### src/rtl/shift_phase_sequencer_if.sv
// Request/strobe bundle between the shift-operation requesters and the
// phase sequencer. The sequencer connects through the slave modport.
interface shift_phase_sequencer_if #(
  parameter int NREQ  = 2,
  parameter int CNT_W = 4,
  parameter int IDW   = 1
);
  logic [NREQ-1:0]       req;
  logic [2*NREQ-1:0]     op_mode;
  logic [CNT_W*NREQ-1:0] op_cnt;
  logic                  hold;
  logic [NREQ-1:0]       gnt;
  logic                  busy;
  logic                  ct;
  logic [3:0]            c;
  logic [1:0]            mode;
  logic                  done;
  logic [IDW-1:0]        done_id;

  modport master (
    output req, op_mode, op_cnt, hold,
    input  gnt, busy, ct, c, mode, done, done_id
  );

  modport slave (
    input  req, op_mode, op_cnt, hold,
    output gnt, busy, ct, c, mode, done, done_id
  );
endinterface

### src/rtl/shift_phase_sequencer.sv
// Round-robin arbiter and single-clock strobe sequencer for the multi-shift
// register datapath: one grant runs a load strobe followed by op_cnt rounds
// of the c[4]..c[1] phase strobes, each strobe optionally followed by
// PHASE_GAP quiet cycles.
module shift_phase_sequencer #(
  parameter int NREQ      = 2,
  parameter int CNT_W     = 4,
  parameter int IDW       = 1,
  parameter int PHASE_GAP = 0
) (
  input  logic                   main_clk,
  input  logic                   rst_n,
  shift_phase_sequencer_if.slave sif
);

  typedef enum logic [2:0] {
    S_IDLE,
    S_GRANT,
    S_LOAD,
    S_PH4,
    S_PH3,
    S_PH2,
    S_PH1,
    S_DONE
  } state_t;

  state_t           state_q;
  logic [IDW-1:0]   rr_q;
  logic [IDW-1:0]   win_q;
  logic [CNT_W-1:0] step_q;
  logic [3:0]       gap_q;
  logic [NREQ-1:0]  gnt_q;
  logic             busy_q;
  logic             ct_q;
  logic [3:0]       c_q;
  logic [1:0]       mode_q;
  logic             done_q;
  logic [IDW-1:0]   done_id_q;

  logic             win_vld;
  logic [IDW-1:0]   win_idx;
  logic [CNT_W-1:0] win_cnt;
  logic [1:0]       win_mode;

  // Round-robin pick: first requesting index at or after rr_q, wrapping,
  // together with that requester's count and mode slices.
  always_comb begin
    int unsigned idx;
    win_vld  = 1'b0;
    win_idx  = '0;
    win_cnt  = '0;
    win_mode = '0;
    idx      = 0;
    for (int unsigned k = 0; k < NREQ; k++) begin
      idx = (32'(rr_q) + k) % 32'(NREQ);
      if (!win_vld && sif.req[IDW'(idx)]) begin
        win_vld  = 1'b1;
        win_idx  = IDW'(idx);
        win_cnt  = CNT_W'(sif.op_cnt >> (idx * 32'(CNT_W)));
        win_mode = 2'(sif.op_mode >> (2 * idx));
      end
    end
  end

  // Sequencer FSM with registered strobes; hold freezes every register so
  // the pending strobe is simply re-presented once hold drops.
  always_ff @(posedge main_clk) begin
    if (!rst_n) begin
      state_q   <= S_IDLE;
      rr_q      <= '0;
      win_q     <= '0;
      step_q    <= '0;
      gap_q     <= '0;
      gnt_q     <= '0;
      busy_q    <= 1'b0;
      ct_q      <= 1'b0;
      c_q       <= '0;
      mode_q    <= '0;
      done_q    <= 1'b0;
      done_id_q <= '0;
    end else if (!sif.hold) begin
      unique case (state_q)
        S_IDLE: begin
          if (win_vld) begin
            state_q <= S_GRANT;
            win_q   <= win_idx;
            step_q  <= win_cnt;
            mode_q  <= win_mode;
            gnt_q   <= NREQ'(1) << win_idx;
            busy_q  <= 1'b1;
          end
        end
        S_GRANT: begin
          state_q <= S_LOAD;
          gnt_q   <= '0;
          ct_q    <= 1'b1;
          rr_q    <= (win_q == IDW'(NREQ - 1)) ? '0 : win_q + 1'b1;
        end
        S_LOAD: begin
          ct_q  <= 1'b0;
          gap_q <= '0;
          if (step_q == '0) begin
            state_q   <= S_DONE;
            done_q    <= 1'b1;
            done_id_q <= win_q;
          end else begin
            state_q <= S_PH4;
            c_q     <= 4'b1000;
          end
        end
        S_PH4, S_PH3, S_PH2, S_PH1: begin
          // Strobe cycle is gap_q==0; the following PHASE_GAP cycles are quiet.
          if (gap_q != 4'(PHASE_GAP)) begin
            gap_q <= gap_q + 4'd1;
            c_q   <= '0;
          end else begin
            gap_q <= '0;
            unique case (state_q)
              S_PH4: begin
                state_q <= S_PH3;
                c_q     <= 4'b0100;
              end
              S_PH3: begin
                state_q <= S_PH2;
                c_q     <= 4'b0010;
              end
              S_PH2: begin
                state_q <= S_PH1;
                c_q     <= 4'b0001;
              end
              S_PH1: begin
                if (step_q == CNT_W'(1)) begin
                  state_q   <= S_DONE;
                  c_q       <= '0;
                  done_q    <= 1'b1;
                  done_id_q <= win_q;
                end else begin
                  state_q <= S_PH4;
                  c_q     <= 4'b1000;
                end
                step_q <= step_q - 1'b1;
              end
              default: ;
            endcase
          end
        end
        S_DONE: begin
          state_q   <= S_IDLE;
          done_q    <= 1'b0;
          done_id_q <= '0;
          busy_q    <= 1'b0;
          mode_q    <= '0;
        end
        default: state_q <= S_IDLE;
      endcase
    end
  end

  // Strobes are suppressed for any cycle in which hold is high.
  assign sif.gnt     = sif.hold ? '0 : gnt_q;
  assign sif.ct      = ct_q & ~sif.hold;
  assign sif.c       = sif.hold ? '0 : c_q;
  assign sif.done    = done_q & ~sif.hold;
  assign sif.done_id = done_id_q;
  assign sif.busy    = busy_q;
  assign sif.mode    = mode_q;

endmodule

### src/flat_wrapper.sv
// flat-port wrapper written by rule: the top's interface ports become plain ports
module shift_phase_sequencer_flat 
#(
  parameter int NREQ      = 2,
  parameter int CNT_W     = 4,
  parameter int IDW       = 1,
  parameter int PHASE_GAP = 0
)
  (main_clk, rst_n, sif_req, sif_op_mode, sif_op_cnt, sif_hold, sif_gnt, sif_busy, sif_ct, sif_c, sif_mode, sif_done, sif_done_id);
  shift_phase_sequencer_if #(.NREQ(NREQ), .CNT_W(CNT_W), .IDW(IDW)) sif_i ();
  input  logic main_clk;
  input  logic rst_n;
  input wire logic [$bits(sif_i.req)-1:0] sif_req;
  input wire logic [$bits(sif_i.op_mode)-1:0] sif_op_mode;
  input wire logic [$bits(sif_i.op_cnt)-1:0] sif_op_cnt;
  input wire logic [$bits(sif_i.hold)-1:0] sif_hold;
  output wire logic [$bits(sif_i.gnt)-1:0] sif_gnt;
  output wire logic [$bits(sif_i.busy)-1:0] sif_busy;
  output wire logic [$bits(sif_i.ct)-1:0] sif_ct;
  output wire logic [$bits(sif_i.c)-1:0] sif_c;
  output wire logic [$bits(sif_i.mode)-1:0] sif_mode;
  output wire logic [$bits(sif_i.done)-1:0] sif_done;
  output wire logic [$bits(sif_i.done_id)-1:0] sif_done_id;
  assign sif_i.req = sif_req;
  assign sif_i.op_mode = sif_op_mode;
  assign sif_i.op_cnt = sif_op_cnt;
  assign sif_i.hold = sif_hold;
  assign sif_gnt = sif_i.gnt;
  assign sif_busy = sif_i.busy;
  assign sif_ct = sif_i.ct;
  assign sif_c = sif_i.c;
  assign sif_mode = sif_i.mode;
  assign sif_done = sif_i.done;
  assign sif_done_id = sif_i.done_id;
  shift_phase_sequencer #(.NREQ(NREQ), .CNT_W(CNT_W), .IDW(IDW), .PHASE_GAP(PHASE_GAP)) u_core (.main_clk(main_clk), .rst_n(rst_n), .sif(sif_i));
endmodule
### config.mk
export PLATFORM = sky130hd
export DESIGN_NAME = shift_phase_sequencer_flat
export DESIGN_NICKNAME = d
export VERILOG_FILES = /design/src/rtl/shift_phase_sequencer_if.sv /design/src/rtl/shift_phase_sequencer.sv /design/src/flat_wrapper.sv
export SDC_FILE = /design/constraint.sdc
export NUM_CORES = 1
export LEC_CHECK = 0
export BUFFER_PORTS_ARGS = -buffer_cell sky130_fd_sc_hd__buf_2
export CAP_MARGIN = 15
export CORE_MARGIN = 5
export CORE_UTILIZATION = 44
export CTS_CLUSTER_DIAMETER = 200
export CTS_CLUSTER_SIZE = 14
export DETAILED_ROUTE_END_ITERATION = 10
export GPL_ROUTABILITY_DRIVEN = 1
export PLACE_DENSITY = 0.66
export SETUP_SLACK_MARGIN = 0.3
export SLEW_MARGIN = 5
export SYNTH_ARGS = -nofsm -noshare
export SYNTH_HDL_FRONTEND = slang
export SYNTH_SLANG_ARGS = --single-unit
### constraint.sdc
create_clock -name main_clk -period 2.02 [get_ports main_clk]
set_input_delay 0.101 -clock main_clk [delete_from_list [all_inputs] [get_ports main_clk]]
set_output_delay 0.101 -clock main_clk [all_outputs]
set_load 0.005 [all_outputs]
==> impl_metrics.env <==
export IMPL_vias_per_cell=5.74
export IMPL_post_drt_wl_per_cell_um=15.5
export IMPL_power_internal_uw=685
export IMPL_period_needed_ns=1.71
export IMPL_clkTransAtPathRegs_ns=0.14
export IMPL_final_cell_area_mm2=0.00192
export IMPL_place_inst=249
export IMPL_period_share=0.847
export IMPL_cts_tree="yes"
export IMPL_numCtsBuffers=3
export IMPL_grt_pass1_vias=1507
export IMPL_clkPwrFrac=0.227
export IMPL_track_usage=0.164
export IMPL_chipWidth_um=69.4
export IMPL_slew_headroom=0.648
export IMPL_yosysSeqAreaShare=0.322
export IMPL_core_area_mm2=0.00339
export IMPL_nNetsFinal=246
export IMPL_place_congestion=1.01
export IMPL_synth_top_cell_area_share=0.322
export IMPL_peakVddDrop_mv=0.361
export IMPL_critical_path_startpoint="u_core.gap_q[0]$_SDFFE_PN0P_"
export IMPL_start_kind="flop"
export IMPL_port_buffers=28
export IMPL_netlist_instances=185
export IMPL_rr_startpoint="u_core.gap_q[0]$_SDFFE_PN0P_"
export IMPL_synth_avg_cell_area_um2=8.39
export IMPL_clkLatencyLatePin_ns=0.32
export IMPL_hold_slack_ns=0.153
export IMPL_ys_top_cells_by_count="dfxtp_1, nand2_1, o21ai_0, a21oi_1, nor2b_1"
export IMPL_ios=29
export IMPL_pre_cts_ws_ns=0.193
export IMPL_setup_ws_ns=0.309
export IMPL_area_growth_pct=23.9
export IMPL_rows=21
export IMPL_die_y_um=69.4
export IMPL_grt_antenna_before_repair=0
export IMPL_cp_max_fo=2
export IMPL_synth_area_mm2=0.00155
export IMPL_ff_latch_area_um2=507
export IMPL_fillers=302
export IMPL_finalNonFillerCells=269
export IMPL_min_path_type="primary input to flop"
export IMPL_ant_nets=0
export IMPL_dr_pass1_iters=4
export IMPL_synth_largest_area_cell="dfxtp_1"
export IMPL_wl_um=4170
export IMPL_clockBufferDepth=2
export IMPL_total_power_uw=984
export IMPL_min_from="sif_op_mode[0]"
export IMPL_clkSinkCount=25
export IMPL_setup_viol=0
export IMPL_initial_core_util=0.458
export IMPL_die_area_mm2=0.00482
export IMPL_drive_above_1_share=0.350
export IMPL_clockRootBuffer="clkbuf_4"
export IMPL_vias=1545
export IMPL_postCtsHoldBufs=0
export IMPL_clock_fmax_mhz=585
export IMPL_yosysWarningCount=0
export IMPL_fin_tns_setup_ns=0
export IMPL_skew_ns=0.00754
export IMPL_p_switching_uw=299
export IMPL_route_detailed_drc=0
export IMPL_ys_flop_type="dfxtp_1"
export IMPL_power_density_mw_per_mm2=512
export IMPL_drt_iter0_drc=128
export IMPL_ys_types=54
export IMPL_pwr_share_comb=0.216
export IMPL_dpl_hpwl_um=2760
export IMPL_fin_util=0.567
export IMPL_multi_input_area_mm2=0.00103
export IMPL_grt_overflow=0
export IMPL_switching_share=0.304
export IMPL_placed_area_mm2=0.00169
export IMPL_grt_pass1_wl_um=6810
export IMPL_syn_nets=207
export IMPL_endpoint_kind="flop"
export IMPL_p_leak_nw=0.795
export IMPL_tightest_slew_ns=0.528
export IMPL_r2r_slack_ns=0.31
export IMPL_synth_most_common_cell="dfxtp_1"
export IMPL_synth_area_leaders="dfxtp_1, nand2_1, o21ai_0"
export IMPL_antennaDiodeCount=0
export IMPL_grt_max_degree=23
export IMPL_h_tree_depth=1
export IMPL_finalHoldViolCount=0
export IMPL_ys_async_sr_fraction=0
export IMPL_crit_type="flop to flop"
export IMPL_status="complete, no violations"
export IMPL_maxSlewViolCount=0
export IMPL_synth_edf_count=0
export IMPL_synth_seq_cells=25
export IMPL_max_cap_violations=0
export IMPL_seq_power_share=0.557
export IMPL_crit_required_ns=2.29
export IMPL_arrival_ns=1.98
export IMPL_rsz0062_at_grt="yes"
[routing by layer]
| layer | vias to the layer above | global-route usage | share of wire | wire [µm] |
|---|---|---|---|---|
| li1 | 759 | - | - | - |
| met1 | 721 | 0.218 | 0.47 | 1960 |
| met2 | 61 | 0.270 | 0.46 | 1930 |
| met3 | 4 | 0.0290 | 0.060 | 252 |
| met4 | 0 | 0.0477 | 0.0070 | 29 |
| met5 | - | 0 | 0 | 0 |
[placed cells by master (no fill, tap or decap), types with 3 or more instances in the layout]
master	netlist	routed
a21oi_1	13	12
a32o_1	5	5
a32oi_1	3	3
and2_1	4	4
buf_2	2	28
buf_4	2	16
clkbuf_4	1	3
dfxtp_1	25	20
dfxtp_2	0	5
ha_1	5	3
inv_1	7	3
inv_2	0	4
mux2i_1	4	4
nand2_1	21	21
nand2b_1	5	5
nand3_1	7	7
nor2_1	6	4
nor2b_1	9	9
nor3_1	5	4
o2111ai_1	3	3
o21ai_0	14	14
[critical path: stages, from the launching register on]
cell and delay [ns]:
dfxtp_2 0.37, inv_2 0.06, buf_4 0.13, buf_4 0.12
buf_4 0.12, buf_4 0.12, buf_4 0.12, buf_4 0.12
buf_4 0.12, buf_4 0.12, buf_6 0.11, nor2_4 0.07
o21a_1 0.10
[logic make-up (layout without fill, tap and decap cells)]
group	Yosys count	count (layout)	share of synthesized area
AND/OR/NAND/NOR	73	73	0.264
AO/OA/AOI/OAI	60	60	0.285
flip-flops	25	25	0.322
buffers and inverters	18	56	0.0620
adder cells (fa/ha/maj)	5	5	0.0403
multiplexers	4	4	0.0258
[final timing paths]
path | to | depth (start not counted)
max | u_core.gap_q[0]$_SDFFE_PN0P_ | 12
min | u_core.sif.mode[0]$_SDFFE_PN0P_ | 4
max reg2reg | u_core.gap_q[0]$_SDFFE_PN0P_ | 12
min reg2reg | u_core.c_q[0]$_SDFFE_PN0P_ | 2
[registers in the layout, indices dropped and copies added, names as in the netlist, 2 cells and up]
register,flops
u_core.c_q,4
u_core.gap_q,4
u_core.step_q,4
u_core.state_q,3
u_core.gnt_q,2
u_core.sif.mode,2
[power groups by stage]
stage / Clock, mW / Sequential [mW] / Combinational [mW]
final: 0.224 / 0.548 / 0.213
after global routing: 0.250 / 0.551 / 0.235
after CTS: 0.232 / 0.542 / 0.192
after detailed placement: 0 / 0.552 / 0.191
after global placement: 0 / 0.551 / 0.186
after floorplan: 0 / 0.537 / 0.154
[layout make-up]
| type | instances | area share |
|---|---|---|
| timing repair buffer | 45 | 0.141 |
| inverter | 7 | 0.0137 |
| tap | 46 | 0.0299 |
| clock buffer | 4 | 0.0137 |
| sequential | 25 | 0.264 |
| multi-input combinational | 142 | 0.538 |
[timing repair]
| item | in CTS | in global routing |
|---|---|---|
| pin swaps | 2 | 5 |
| hold endpoints to repair | 0 | 0 |
| setup endpoints to repair | 9 | 18 |
| setup buffers | 14 | 2 |
| resized for setup | 8 | 18 |
Note: power is estimated with default switching activity, not from simulation.
